[src/rtl/pencoder_seq.sv]
// -----------------------------------------------------------------------------
// pencoder_seq
//
// Sequential priority encoder. A request vector is accepted over a valid/ready
// handshake. The block then emits the index of every set bit, one per output
// beat, lowest index first (MSB_FIRST=0) or highest index first (MSB_FIRST=1).
// Each beat also carries a last-beat flag and its ordinal within the vector.
// An all-zero vector produces a single "empty" beat.
//
// Parameters:
//   WIDTH     - request vector width (2..1024)
//   MSB_FIRST - 0: lowest set index first, 1: highest set index first
//
// Ports:
//   clk       - clock, rising edge
//   rst_n     - asynchronous active-low reset
//   flush     - synchronous abort of the vector in flight (beats both handshakes)
//   in_valid  - in_vec is valid
//   in_ready  - block can accept a vector (high in IDLE)
//   in_vec    - request bits, sampled only at the capture edge
//   out_valid - a beat is presented (high in BUSY)
//   out_ready - consumer accepts the beat
//   out_idx   - index of the highest-priority pending bit
//   out_last  - this beat is the final one for the vector
//   out_empty - the captured vector was all-zero; out_idx carries no index
//   out_seq   - ordinal of this beat within its vector, from 0
// -----------------------------------------------------------------------------
module pencoder_seq #(
    parameter int WIDTH     = 32,
    parameter bit MSB_FIRST = 1'b0
) (
    input  logic                     clk,
    input  logic                     rst_n,
    input  logic                     flush,
    input  logic                     in_valid,
    output logic                     in_ready,
    input  logic [WIDTH-1:0]         in_vec,
    output logic                     out_valid,
    input  logic                     out_ready,
    output logic [$clog2(WIDTH)-1:0] out_idx,
    output logic                     out_last,
    output logic                     out_empty,
    output logic [$clog2(WIDTH)-1:0] out_seq
);

    localparam int IW = $clog2(WIDTH);

    typedef enum logic {
        IDLE = 1'b0,
        BUSY = 1'b1
    } state_t;

    state_t           state_q, state_d;
    logic [WIDTH-1:0] pend_q,  pend_d;
    logic             zflag_q, zflag_d;
    logic [IW-1:0]    seq_q,   seq_d;

    logic [IW-1:0]    enc_idx;
    logic             enc_found;
    logic             pend_single;
    logic             busy;
    logic             beat_last;

    // -------------------------------------------------------------------------
    // Priority encoder over the pending bits. The first set bit met in scan
    // order wins, so the scan direction alone selects the priority order.
    // -------------------------------------------------------------------------
    always_comb begin
        // NOTE: every variable assigned in a combinational block gets a default
        // first; a path that leaves one unassigned would infer a latch.
        enc_idx   = '0;
        enc_found = 1'b0;
        if (MSB_FIRST) begin
            for (int i = WIDTH - 1; i >= 0; i--) begin
                if (!enc_found && pend_q[i]) begin
                    enc_idx   = IW'(i);
                    enc_found = 1'b1;
                end
            end
        end else begin
            for (int i = 0; i < WIDTH; i++) begin
                if (!enc_found && pend_q[i]) begin
                    enc_idx   = IW'(i);
                    enc_found = 1'b1;
                end
            end
        end
    end

    // Exactly one bit left: clearing the lowest set bit leaves nothing.
    assign pend_single = (pend_q != '0) &&
                         ((pend_q & (pend_q - WIDTH'(1))) == '0);

    assign busy      = (state_q == BUSY);
    assign beat_last = zflag_q | pend_single;

    // -------------------------------------------------------------------------
    // Next-state logic. flush is checked first so it overrides both handshakes.
    // -------------------------------------------------------------------------
    always_comb begin
        state_d = state_q;
        pend_d  = pend_q;
        zflag_d = zflag_q;
        seq_d   = seq_q;

        if (flush) begin
            state_d = IDLE;
            pend_d  = '0;
            zflag_d = 1'b0;
            seq_d   = '0;
        end else begin
            unique case (state_q)
                IDLE: begin
                    if (in_valid) begin
                        pend_d  = in_vec;
                        zflag_d = (in_vec == '0);
                        seq_d   = '0;
                        state_d = BUSY;
                    end
                end
                BUSY: begin
                    if (out_ready) begin
                        // For an empty beat pend is already zero, so clearing
                        // bit 0 is harmless.
                        pend_d[enc_idx] = 1'b0;
                        if (beat_last) begin
                            // Restart the ordinal here rather than incrementing:
                            // a full vector would otherwise carry seq to WIDTH.
                            state_d = IDLE;
                            zflag_d = 1'b0;
                            seq_d   = '0;
                        end else begin
                            seq_d = seq_q + IW'(1);
                        end
                    end
                end
                default: state_d = IDLE;
            endcase
        end
    end

    // NOTE: sequential state is updated with non-blocking assignments so every
    // flop samples the values from before the clock edge.
    always_ff @(posedge clk or negedge rst_n) begin
        if (!rst_n) begin
            state_q <= IDLE;
            pend_q  <= '0;
            zflag_q <= 1'b0;
            seq_q   <= '0;
        end else begin
            state_q <= state_d;
            pend_q  <= pend_d;
            zflag_q <= zflag_d;
            seq_q   <= seq_d;
        end
    end

    // -------------------------------------------------------------------------
    // Outputs depend on registered state only. Beat fields are gated with BUSY
    // so the block shows all-zero beat fields whenever it is idle.
    // -------------------------------------------------------------------------
    assign in_ready  = !busy;
    assign out_valid = busy;
    assign out_idx   = busy ? enc_idx : '0;
    assign out_last  = busy & beat_last;
    assign out_empty = busy & zflag_q;
    assign out_seq   = seq_q;

endmodule

[config.mk]
export PLATFORM = sky130hd
export DESIGN_NAME = pencoder_seq
export DESIGN_NICKNAME = d
export VERILOG_FILES = /design/src/rtl/pencoder_seq.sv
export SDC_FILE = /design/constraint.sdc
export NUM_CORES = 1
export LEC_CHECK = 0
export ABC_AREA = 1
export ABC_CLOCK_PERIOD_IN_PS = 6200
export CORE_ASPECT_RATIO = 0.8
export CORE_MARGIN = 3
export CORE_UTILIZATION = 55
export DETAILED_ROUTE_END_ITERATION = 8
export HOLD_SLACK_MARGIN = 0.15
export PLACE_DENSITY = 0.82
export SLEW_MARGIN = 20
export SYNTH_ARGS = -nofsm -noshare
export SYNTH_HDL_FRONTEND = slang
export SYNTH_SLANG_ARGS = --single-unit
[constraint.sdc]
create_clock -name clk -period 6.2 [get_ports clk]
set_clock_uncertainty 0.1 [all_clocks]
set_input_delay 1.24 -clock clk [delete_from_list [all_inputs] [get_ports clk]]
set_output_delay 1.24 -clock clk [all_outputs]
set_load 0.05 [all_outputs]
==> summary.md <==
| Metric | Value |
|---|---|
| Synth Cell Area | 0.003105 mm2 |
| First-pass GRT wire length | 15.90 mm |
| Commonest non-fill, non-tap cells in the layout | nand2_1 (127), nor2_1 (83), clkdlybuf4s50_1 (49), inv_1 (42), dfrtp_1 (39) |
| Kind of critical path | reg -> out |
| Vias per inst | 5.764 |
| Total power | 818.3 uW |
| Via count | 3464 |
| Comb power frac | 0.413 |
| Root Driver | clkbuf_8 |
| Slowest cell on crit path | clkdlybuf4s50_1 |
| Critical path depth in cells | 12 |
| Total area of sequential cells | 975.9 um2 |
| Fin crit share | 0.7252 |
| Crit-path leading delay family | simple AND/OR/NAND/NOR gates |
| Total Wirelength | 9.839 mm |
| Syn Inst Count | 481 |
| IO Pins | 51 |
| CTS tree | built |
| Num CTS Buffers | 5 |
| Core Area | 0.005238 mm2 |
| ANT nets after route | 0 |
| Sw frac | 0.4241 |
| Clock sink count | 39 |
| Post-synth EDFFs | 0 |
| Initial core utilization | 0.5929 |
| Ys Warns | 0 |
| Worst slew pin tran | 0.9458 ns |
| Reg2reg path depth | 8 |
| Hold Path Depth | 2 |
| CP arrival | 3.16 ns |
| Final setup TNS | 0 ns |
| DRC viols | 0 |
| Slew Viols, Final | 0 |
| Worst-Skew Late Latency | 0.30 ns |
| Worst EP required | 4.86 ns |
| FF-to-FF setup slack | 2.68 ns |
| Seq cells post-synth | 39 |
| Vias in the first global route | 3102 |
| Largest net degree at the start of global routing | 56 |
| Final setup vio count | 0 |
| Min cycle time layout | 4.497 ns |
| Maximum VDD drop | 0.1555 mV |
| Max cap viols | 0 |
| Hpwl dp | 7.487 mm |
| Clock share of power | 0.225 |
| Worst setup path endpoint | out_last |
| Max incr delay on CP | 0.83 ns |
| First drt pass iteration count | 5 |
| Share of cells above drive strength 1 | 0.1084 |
| Max clock buf depth | 2 |
| Total global routing overflow | 0 |
| Hold_buf cts | 0 |
| Post-CTS Resized | 0 |
| Area Overhead vs Synth | 20.39% |
| Fmax | 0.2224 GHz |
| Setup Fix Bufs, Post-CTS | 0 |
| Cell Int Power | 471.2 uW |
| Top_reg_cell synth | dfrtp_1 |
| Worst Hold Class | reg -> reg |
| Yosys cell types | 34 |
| Routed length per instance | 16.37 um |
| H-tree Lvls | 2 |
| Multi-input logic area | 0.001902 mm2 |
| Reg power frac | 0.362 |
| CP Cell Sequence | nor2_1, nand2_2, nor2_8, nand2_4, nand2_1, nand2_1, nor2_1, nand2_1, nor2_2, nand4_2, a21oi_1, clkdlybuf4s50_1 |
| Async set-reset flop share out of synthesis | 1.000 |
| Final Hold Vio Count | 0 |
| Power Dens Cells | 218.9 mW/mm2 |
| Reg2Reg Launch Point | out_valid |
| Initial antenna violation count | 0 |
| Iteration-0 DRC Markers | 347 |
| GRT Total Usage | 0.3069 |
| Syn Nets | 519 |
| RR Endpoint | out_seq[4] |
| # diodes | 0 |
| RSZ-0062 raised after global routing | no |
| Clock transition at path regs | 0.09 ns |
| Status | completed |
| Final GP Congestion | 1.007 |
| Row count | 23 |
| Nets | 564 |
| Leading cell type in the layout, fill and taps excluded | nand2_1 |
| Slew HR | 0.3688 |
| Filler instances | 459 |
| Buf/Inv on CP | 1 |
| Static leakage | 1.728 nW |
| Register area share after synthesis | 0.3143 |
| CP startpoint kind | flip-flop |
| Critical-path maximum fanout | 9 |
| Net load switching power | 347.0 uW |
| Mapped Avg Cell Area | 6.456 um2 |
| Die Span Y | 73.21 um |
| Crit. End Element | output port |
| CP Launch Point | pend_q[5] |
| Die area | 0.006590 mm2 |
| I/O Buffers | 50 |
| Die X | 90.01 um |
| Most Frequent Cell on Critical Path | nand2_1 |
[flip-flops by register name (all words and copies together) (netlist names)]
signal     cells
pend_q        32
out_seq        5
out_valid      1
zflag_q        1
[layer usage]
metal,GRT usage,part of all wire,vias up
met5,0,0,-
met4,0.06282,0.016,0
met3,0.07732,0.10,16
met2,0.4454,0.41,175
met1,0.4626,0.47,1602
li1,-,-,1671
[cell families (layout without fill, tap and decap cells)]
family                   count (synthesis)  after routing  share of synthesized area
AND/OR/NAND/NOR                        301            301                     0.4537
AO/OA/AOI/OAI                           78             78                     0.1463
buffers and inverters                   59            104                    0.07333
flip-flops                              39             39                     0.3143
XOR/XNOR                                 3              3                   0.008462
adder cells (fa/ha/maj)                  1              1                   0.004028
[metrics by stage]
step	instances	setup WS [ns]	hold WS, ns	utilization	cell area, um2
floorplan	481	2.408	0.3628	-	3105
global placement	594	2.078	0.3930	0.6971	3651
detailed placement	594	2.093	0.4111	0.6971	3651
CTS	601	1.739	0.4282	0.7138	3739
global route	601	1.519	0.4762	0.7138	3739
finish	601	1.703	0.4285	0.7138	3739
[cell type report]
class,count,area share
Sequential cell,39,0.2610
Multi-Input combinational cell,383,0.5087
Timing Repair Buffer,52,0.1365
Clock buffer,6,0.02209
Tap cell,75,0.02510
Inverter,45,0.04518
Clock inverter,1,0.001339
[worst min-delay path, cell delays in order (launching register included)]
cell	delay, ns
dfrtp_1	0.37
nand2_1	0.06
nand2_1	0.06
[Yosys cell counts, drive strengths merged (8+ instances only)]
cell type / n / area [um2]
a21oi: 20 / 100.1
clkbuf: 10 / 37.54
dfrtp: 39 / 975.9
inv: 45 / 168.9
nand2: 137 / 554.3
nand3: 18 / 95.09
nand4: 15 / 100.1
nor2: 112 / 550.5
nor3: 8 / 40.04
nor4: 9 / 56.30
o21ai: 33 / 165.2
o22ai: 9 / 56.30
[how the worst min path moves through the flow]
| stage | from | endpoint | slack (ns) |
|---|---|---|---|
| floorplan | zflag_q | zflag_q | 0.36 |
| detailed placement | zflag_q | zflag_q | 0.41 |
| global placement | zflag_q | zflag_q | 0.39 |
| global route | zflag_q | zflag_q | 0.48 |
| CTS | zflag_q | zflag_q | 0.43 |
| finish | zflag_q | zflag_q | 0.43 |
[power groups by stage]
stage / clock (mW) / combinational, mW / sequential (mW)
after CTS: 0.184 / 0.331 / 0.295
after detailed placement: 0 / 0.329 / 0.300
after global placement: 0 / 0.331 / 0.299
after floorplan: 0 / 0.228 / 0.297
final: 0.184 / 0.338 / 0.296
after global routing: 0.194 / 0.370 / 0.298
(Power assumes the default switching activity.)
